### config.mk
export PLATFORM = sky130hd
export DESIGN_NAME = uart_rx
export DESIGN_NICKNAME = d
export VERILOG_FILES = /design/src/rtl/uart_pkg.sv /design/src/rtl/uart_bit_timer.sv /design/src/rtl/uart_rx.sv
export SDC_FILE = /design/constraint.sdc
export NUM_CORES = 1
export LEC_CHECK = 0
export ABC_CLOCK_PERIOD_IN_PS = 2700
export BUFFER_PORTS_ARGS = -buffer_cell sky130_fd_sc_hd__buf_2
export CAP_MARGIN = 20
export CORE_MARGIN = 2
export CORE_UTILIZATION = 31
export CTS_CLUSTER_DIAMETER = 60
export DETAILED_ROUTE_END_ITERATION = 10
export PLACE_DENSITY = 0.43
export SLEW_MARGIN = 20
export SYNTH_ARGS = -nofsm -noshare
export SYNTH_HDL_FRONTEND = slang
export SYNTH_HIERARCHICAL = 1
export SYNTH_SLANG_ARGS = --single-unit
export TNS_END_PERCENT = 30
### constraint.sdc
create_clock -name clk -period 2.7 [get_ports clk]
set_clock_uncertainty 0.1 [all_clocks]
set_input_delay 0.27 -clock clk [delete_from_list [all_inputs] [get_ports clk]]
set_output_delay 0.27 -clock clk [all_outputs]
set_load 0.005 [all_outputs]
### src/rtl/uart_pkg.sv
// Shared definitions for the UART receiver: FSM state encoding, frame size and timing helpers.
package uart_pkg;

  typedef enum logic [2:0] {
    IDLE,
    START,
    DATA,
    PARITY,
    STOP
  } uart_state_e;

  localparam int DATA_BITS = 8;

  function automatic int clks_per_bit(input int clk_freq, input int baud);
    return clk_freq / baud;
  endfunction

  function automatic int timer_w(input int cpb);
    return $clog2(cpb);
  endfunction

  function automatic logic even_parity(input logic [DATA_BITS-1:0] d);
    return ^d;
  endfunction

endpackage

### src/rtl/uart_bit_timer.sv
// Bit-period counter for the UART receiver; half_tick marks mid-bit of the start bit, full_tick one full bit period.
module uart_bit_timer
  import uart_pkg::*;
#(
  parameter int CLKS_PER_BIT = 10
) (
  input  logic clk,
  input  logic rstn,
  input  logic clr,
  output logic half_tick,
  output logic full_tick
);

  localparam int TW = timer_w(CLKS_PER_BIT);
  localparam logic [TW-1:0] HALF = TW'(CLKS_PER_BIT / 2 - 1);
  localparam logic [TW-1:0] FULL = TW'(CLKS_PER_BIT - 1);

  logic [TW-1:0] cnt;

  always_ff @(posedge clk or negedge rstn) begin
    if (!rstn) begin
      cnt <= '0;
    end else if (clr || cnt == FULL) begin
      cnt <= '0;
    end else begin
      cnt <= cnt + 1'b1;
    end
  end

  assign half_tick = (cnt == HALF);
  assign full_tick = (cnt == FULL);

endmodule

### src/rtl/uart_rx.sv
// UART receiver, 8 data bits, 1 stop bit; define UART_PARITY_EN to add one even-parity bit after bit 7.
module uart_rx
  import uart_pkg::*;
#(
  parameter int CLK_FREQ  = 50_000_000,
  parameter int BAUD_RATE = 115_200
) (
  input  logic                 clk,
  input  logic                 rstn,
  input  logic                 rxd,
  output logic [DATA_BITS-1:0] data_rx,
  output logic                 rx_en,
  output logic                 frame_err,
  output logic                 parity_err,
  output logic                 busy
);

  localparam int CLKS_PER_BIT = clks_per_bit(CLK_FREQ, BAUD_RATE);
  localparam int IDX_W        = $clog2(DATA_BITS);

  uart_state_e          state;
  logic                 sync_p0;
  logic                 sync_p1;
  logic                 rxs;
  logic [DATA_BITS-1:0] shift;
  logic [IDX_W-1:0]     bit_idx;
  logic                 tmr_clr;
  logic                 half_tick;
  logic                 full_tick;
  logic                 par_ok;

  // Stage p0/p1: two-flop synchroniser, reset to the idle line level
  always_ff @(posedge clk or negedge rstn) begin
    if (!rstn) begin
      sync_p0 <= 1'b1;
      sync_p1 <= 1'b1;
    end else begin
      sync_p0 <= rxd;
      sync_p1 <= sync_p0;
    end
  end

  assign rxs = sync_p1;

  // Held clear while idle so the start-bit half period begins on START entry; full_tick wraps by itself
  assign tmr_clr = (state == IDLE) || (state == START && half_tick);

  uart_bit_timer #(
    .CLKS_PER_BIT(CLKS_PER_BIT)
  ) u_timer (
    .clk      (clk),
    .rstn     (rstn),
    .clr      (tmr_clr),
    .half_tick(half_tick),
    .full_tick(full_tick)
  );

`ifdef UART_PARITY_EN
  logic par_bit;
  assign par_ok = (par_bit == even_parity(shift));
`else
  assign par_ok     = 1'b1;
  assign parity_err = 1'b0;
`endif

  always_ff @(posedge clk or negedge rstn) begin
    if (!rstn) begin
      state     <= IDLE;
      bit_idx   <= '0;
      shift     <= '0;
      data_rx   <= '0;
      rx_en     <= 1'b0;
      frame_err <= 1'b0;
`ifdef UART_PARITY_EN
      par_bit    <= 1'b0;
      parity_err <= 1'b0;
`endif
    end else begin
      rx_en     <= 1'b0;
      frame_err <= 1'b0;
`ifdef UART_PARITY_EN
      parity_err <= 1'b0;
`endif
      case (state)
        IDLE: begin
          if (!rxs) state <= START;
        end
        START: begin
          bit_idx <= '0;
          if (half_tick) state <= rxs ? IDLE : DATA;
        end
        DATA: begin
          if (full_tick) begin
            shift   <= {rxs, shift[DATA_BITS-1:1]};
            bit_idx <= bit_idx + 1'b1;
            if (bit_idx == IDX_W'(DATA_BITS - 1)) begin
`ifdef UART_PARITY_EN
              state <= PARITY;
`else
              state <= STOP;
`endif
            end
          end
        end
`ifdef UART_PARITY_EN
        PARITY: begin
          if (full_tick) begin
            par_bit <= rxs;
            state   <= STOP;
          end
        end
`endif
        STOP: begin
          // Sampled mid stop bit; returning to IDLE here leaves half a bit to catch a following start edge
          if (full_tick) begin
            state <= IDLE;
            if (!rxs) begin
              frame_err <= 1'b1;
            end else if (!par_ok) begin
`ifdef UART_PARITY_EN
              parity_err <= 1'b1;
`endif
            end else begin
              data_rx <= shift;
              rx_en   <= 1'b1;
            end
          end
        end
        default: state <= IDLE;
      endcase
    end
  end

  assign busy = (state != IDLE);

endmodule

; ---- Yosys cells after proc, flatten, opt, wreduce, memory -nomap -nowiden
; Index checks and enable logic that the tools add are counted.
[word_totals]
regBits = 35
latchBits = 0
ramBits = 0
rom_bits = 0
in_bits = 3
mem_count = 0
[classes]
add_sub_neg = 2
multipliers = 0
n_div = 0
order_cmp = 0
eq_ne = 11
shifts = 0
n_mux = 16
n_bitwise = 0
n_reduce_logical = 10
[op_table]
columns = operator, count
row1 = 3-bit 2-to-1 mux, 6
row2 = 3-bit case mux with 4 select lines, 1
row3 = 2-bit inequality test (second input constant), 5
row4 = 9-bit by 1-bit adder with 9-bit output (second input constant), 1
row5 = 9-bit by 8-bit equality test with 1-bit output (second input constant), 1
row6 = 9-bit equality test (second input constant), 1
row7 = 9-bit 2-to-1 mux, 1
row8 = 3-bit equality test (second input constant), 2
row9 = 1-bit 2-to-1 mux, 6
row10 = 3-bit case mux with 2 select lines, 1
row11 = 5-bit AND reduction, 1
row12 = 2-bit AND reduction, 2
row13 = 3-bit by 1-bit adder with 3-bit output (second input constant), 1
row14 = 3-bit by 1-bit equality test with 1-bit output (second input constant), 1
row15 = 3-bit by 2-bit equality test with 1-bit output (second input constant), 1
row16 = 3-bit logical NOT, 1
row17 = 3-bit AND reduction, 1
row18 = 3-bit nonzero test, 1
row19 = 1-bit logical OR, 2
row20 = 2-bit 2-to-1 mux, 1
row21 = 2-bit nonzero test, 1
row22 = 1-bit logical AND, 1

; ---- Logic depth before layout (Yosys ltp)
[depth]
depth_word = 5
depth_mapped = 9

; ---- Modules after synthesis
; The synthesis kept the hierarchy.
[by_module_without_submodules]
columns = module, instances, cells_per_inst, area_each_um2, seq_area_each_um2
row1 = uart_rx, 1, 82, 1144.8, 653.1
row2 = uart_bit_timer, 1, 49, 503.0, 225.2

; ---- Worst setup path before layout
; Ideal clock, no wire load.
[synth_timing]
path_type = reg-to-reg
startpoint = reg u_timer.cnt[2]
endpoint = reg shift[0]
t_arrival_ns = 2.141
required_ns = 2.475
setup_slack_ns = 0.334
stages_incl_launch_ff = 7
path_buffers = 1
synth_period_minus_slack_ns = 2.366
cell_sequence = dfrtp_1 nand4b_4 nor4_1 and3b_4 nor2b_4 buf_12 mux2_4
[synth_between]
elab_chain_len = 2
[synth_rtl]
columns = element, line
row1 = "start, declared", uart_bit_timer.sv:18  ; logic [TW-1:0] cnt;
row2 = "start signal, assigned", uart_bit_timer.sv:26  ; cnt <= cnt + 1'b1;
row3 = 9-bit equality test, uart_bit_timer.sv:31  ; assign full_tick = (cnt == FULL);
row4 = net full_tick, uart_rx.sv:29  ; logic full_tick;
row5 = 2-bit AND reduction (no line), --
row6 = "end signal, assigned", uart_rx.sv:94  ; shift <= {rxs, shift[DATA_BITS-1:1]};
row7 = "end, declared", uart_rx.sv:25  ; logic [DATA_BITS-1:0] shift;
; The timed path passes the listed nets, and every way through them passes these cells.
; A chain may end at the register's enable or synchronous reset.

; ---- Worst setup path after layout
[layout_timing]
startpoint = reg u_timer.cnt[2]
endpoint = reg shift[4]
; The elaborated chain is that of the path after synthesis.

==> impl_metrics.ini <==
[sta]
setup_viol = 0
drv_slew = 0
fin_crit_sh = 0.8075
rsz0062_at_grt = false
tightest_slew_ns = 0.7743
hold_viol_final = 0
fin_tns_setup_ns = 0
slew_headroom = 0.4838
fmax_ghz = 0.4587
min_period_ns = 2.180

[status]
outcome = complete, no violations

[cells_and_area]
finish.utilization = 0.3694
stdcell_area_um2 = 1887
mostFrequentLayoutCells = 33 x dfrtp_1, 13 x buf_2, 11 x nor2_1
drive_gt1_frac = 0.3087
areaGrowthSynthToFinish_pct = 14.50
multiInputGateArea_um2 = 685.7
nFillCells = 504
final_common_cell = dfrtp_1
regArea_um2 = 878.3
fin_nets = 156
diodes = 0

[hold_path]
hold_depth = 0
min_path_type = reg2reg

[logic_synthesis]
syn_inst = 131
ys_ff_latch = 35
yosysSeqAreaShare = 0.5330
synth_area_um2 = 1648
syn_avg_cell_area_um2 = 12.58
synth-edff-count = 0
yosysWarnings = 6
syn_nets = 139
synth.distinct_cells = 37
async_reset_ff_frac = 1.000
yosys_most_used_dff = dfrtp_1

[pwr]
power_density_nw_per_um2 = 533.4
peakVddDrop_uv = 254.7
leakage_nw = 0.8790

[critical_path]
rr_worst_depth = 5
rr_startpoint = u_timer/cnt[2]
crit_required_ns = 2.77
cp-endpoint = shift[4]
critPathArrivalTime_ns = 2.25
cp-start-kind = register
setup.worst_path.class = reg2reg
crit_path_end_kind = register
crit_fanout = 8
rrSetupSlack_ns = 0.52
cp-startpoint = u_timer/cnt[2]
reg2reg_to = shift[4]

[placed_design]
gp_congestion = 0.7418
io_buffers = 13
place_area_um2 = 1754
hpwlAfterDp_um = 1974

[drt]
routed_wl_um = 2814
drt_first_pass_iters = 4
via_per_inst = 4.653
ant_nets = 0
drcViolationCount = 0
post_drt_wl_per_cell_um = 12.85
vias = 1019
drt_first_iter_violations = 51

[cts]
clock-root-buffer = clkbuf_8
path_clk_slew_ns = 0.07
post-cts-setup-buffers = 0
clock_latency_ns = 0.28
cts.sinks = 35
cts_tree = yes
clockBufferDepth = 2
htree_levels = 2
cts_buffers = 5

[die]
die_h_um = 76.91
num_rows = 26
die_area_um2 = 5915
pin_count = 15
die_w_um = 76.91
core_region_area_um2 = 5107
initial_core_util = 0.3226

[grt]
grt_max_degree = 36
antenna_found_initial = 0
gr-usage-all-layers = 0.1060
globalRouteOverflowTotal = 0
grt_first_pass_wirelength_um = 4933
grt_pass1_vias = 1060

[run]
cap_violations = 0
-- worst min path at each step --
stage / to / start
finish: rxs / sync_p0
global route: rxs / sync_p0
CTS: rxs / sync_p0
detailed placement: rxs / sync_p0
global placement: rxs / sync_p0
floorplan: bit_idx[0] / rstn
-- Yosys cell counts, types with 2 or more instances --
library cell | count | area share
a21oi_1 | 8 | 0.024
a2bb2oi_1 | 2 | 0.011
buf_2 | 2 | 0.0061
dfrtp_1 | 33 | 0.50
dfstp_2 | 2 | 0.032
ha_1 | 5 | 0.038
inv_1 | 8 | 0.018
mux2_2 | 8 | 0.055
mux2_4 | 8 | 0.073
nand2_1 | 3 | 0.0068
nand3_1 | 4 | 0.012
nor2_1 | 11 | 0.025
nor4bb_1 | 3 | 0.018
o21ai_0 | 5 | 0.015
o22ai_1 | 2 | 0.0076
or3_1 | 5 | 0.019
xor2_1 | 2 | 0.011
-- timing repair --
action	CTS	global route
hold buffers	2	0
hold endpoints to repair	34	0
resized for setup	0	0
-- kinds of logic after synthesis --
group / Yosys count / synth area share
other: 1 / 0.002276
AO/OA/AOI/OAI: 20 / 0.08353
multiplexers: 16 / 0.1276
flip-flops: 35 / 0.5330
AND/OR/NAND/NOR: 37 / 0.1488
XOR/XNOR: 3 / 0.01595
adder cells (fa/ha/maj): 5 / 0.03797
buffers and inverters: 14 / 0.05087
-- sequential cells by signal, summed over array words and instances (netlist names) --
| name | flops |
|---|---|
| data_rx | 8 |
| shift | 8 |
| rxs | 1 |
| bit_idx | 3 |
| state | 3 |
| u_timer/cnt | 9 |
| frame_err | 1 |
| sync_p0 | 1 |
| rx_en | 1 |
-- routing by layer --
| metal | part of all wire | wire (um) | vias to the layer above | track usage |
|---|---|---|---|---|
| met5 | 0 | 0 | - | 0 |
| met4 | 0.011 | 31 | 0 | 0.03818 |
| met3 | 0.040 | 113 | 5 | 0.03176 |
| met2 | 0.49 | 1367 | 21 | 0.1719 |
| met1 | 0.46 | 1303 | 506 | 0.1338 |
| li1 | - | - | 487 | - |
-- worst max-delay path, cell delays in order, from the launching register on --
cell and delay (ns):
dfrtp_1 0.45, nand4b_4 0.22, nor4_1 0.34, and3b_4 0.29, nor2b_4 0.34, mux2_4 0.33
-- cell type report --
cell class / count / share of cell area
clock buffers: 5 / 0.03647
clock inverters: 3 / 0.02321
inverters: 8 / 0.01592
multi-input cells: 82 / 0.3634
flip-flops and latches: 35 / 0.4655
well taps: 70 / 0.04642
repair buffers: 16 / 0.04907
-- power breakdown --
group	leakage [nW]	total [mW]	switching, mW	internal (mW)
Combinational	0.354	0.0136	0.0107	0.00295
Sequential	0.467	0.528	0.00160	0.527
Clock	0.0581	0.465	0.190	0.275
-- stage by stage --
step / std cells / power (mW) / setup WS (ns) / hold slack [ns]
final: 219 / 1.007 / 0.5198 / 0.2590
after global routing: 219 / 1.050 / 0.2980 / 0.2649
after CTS: 219 / 1.024 / 0.4856 / 0.2619
after detailed placement: 209 / 0.5508 / 0.5025 / 0.2512
after global placement: 209 / 0.5509 / 0.5329 / 0.2512
after floorplan: 131 / 0.5394 / 0.3342 / -0.1256
Note: power is estimated with default switching activity, not from simulation.
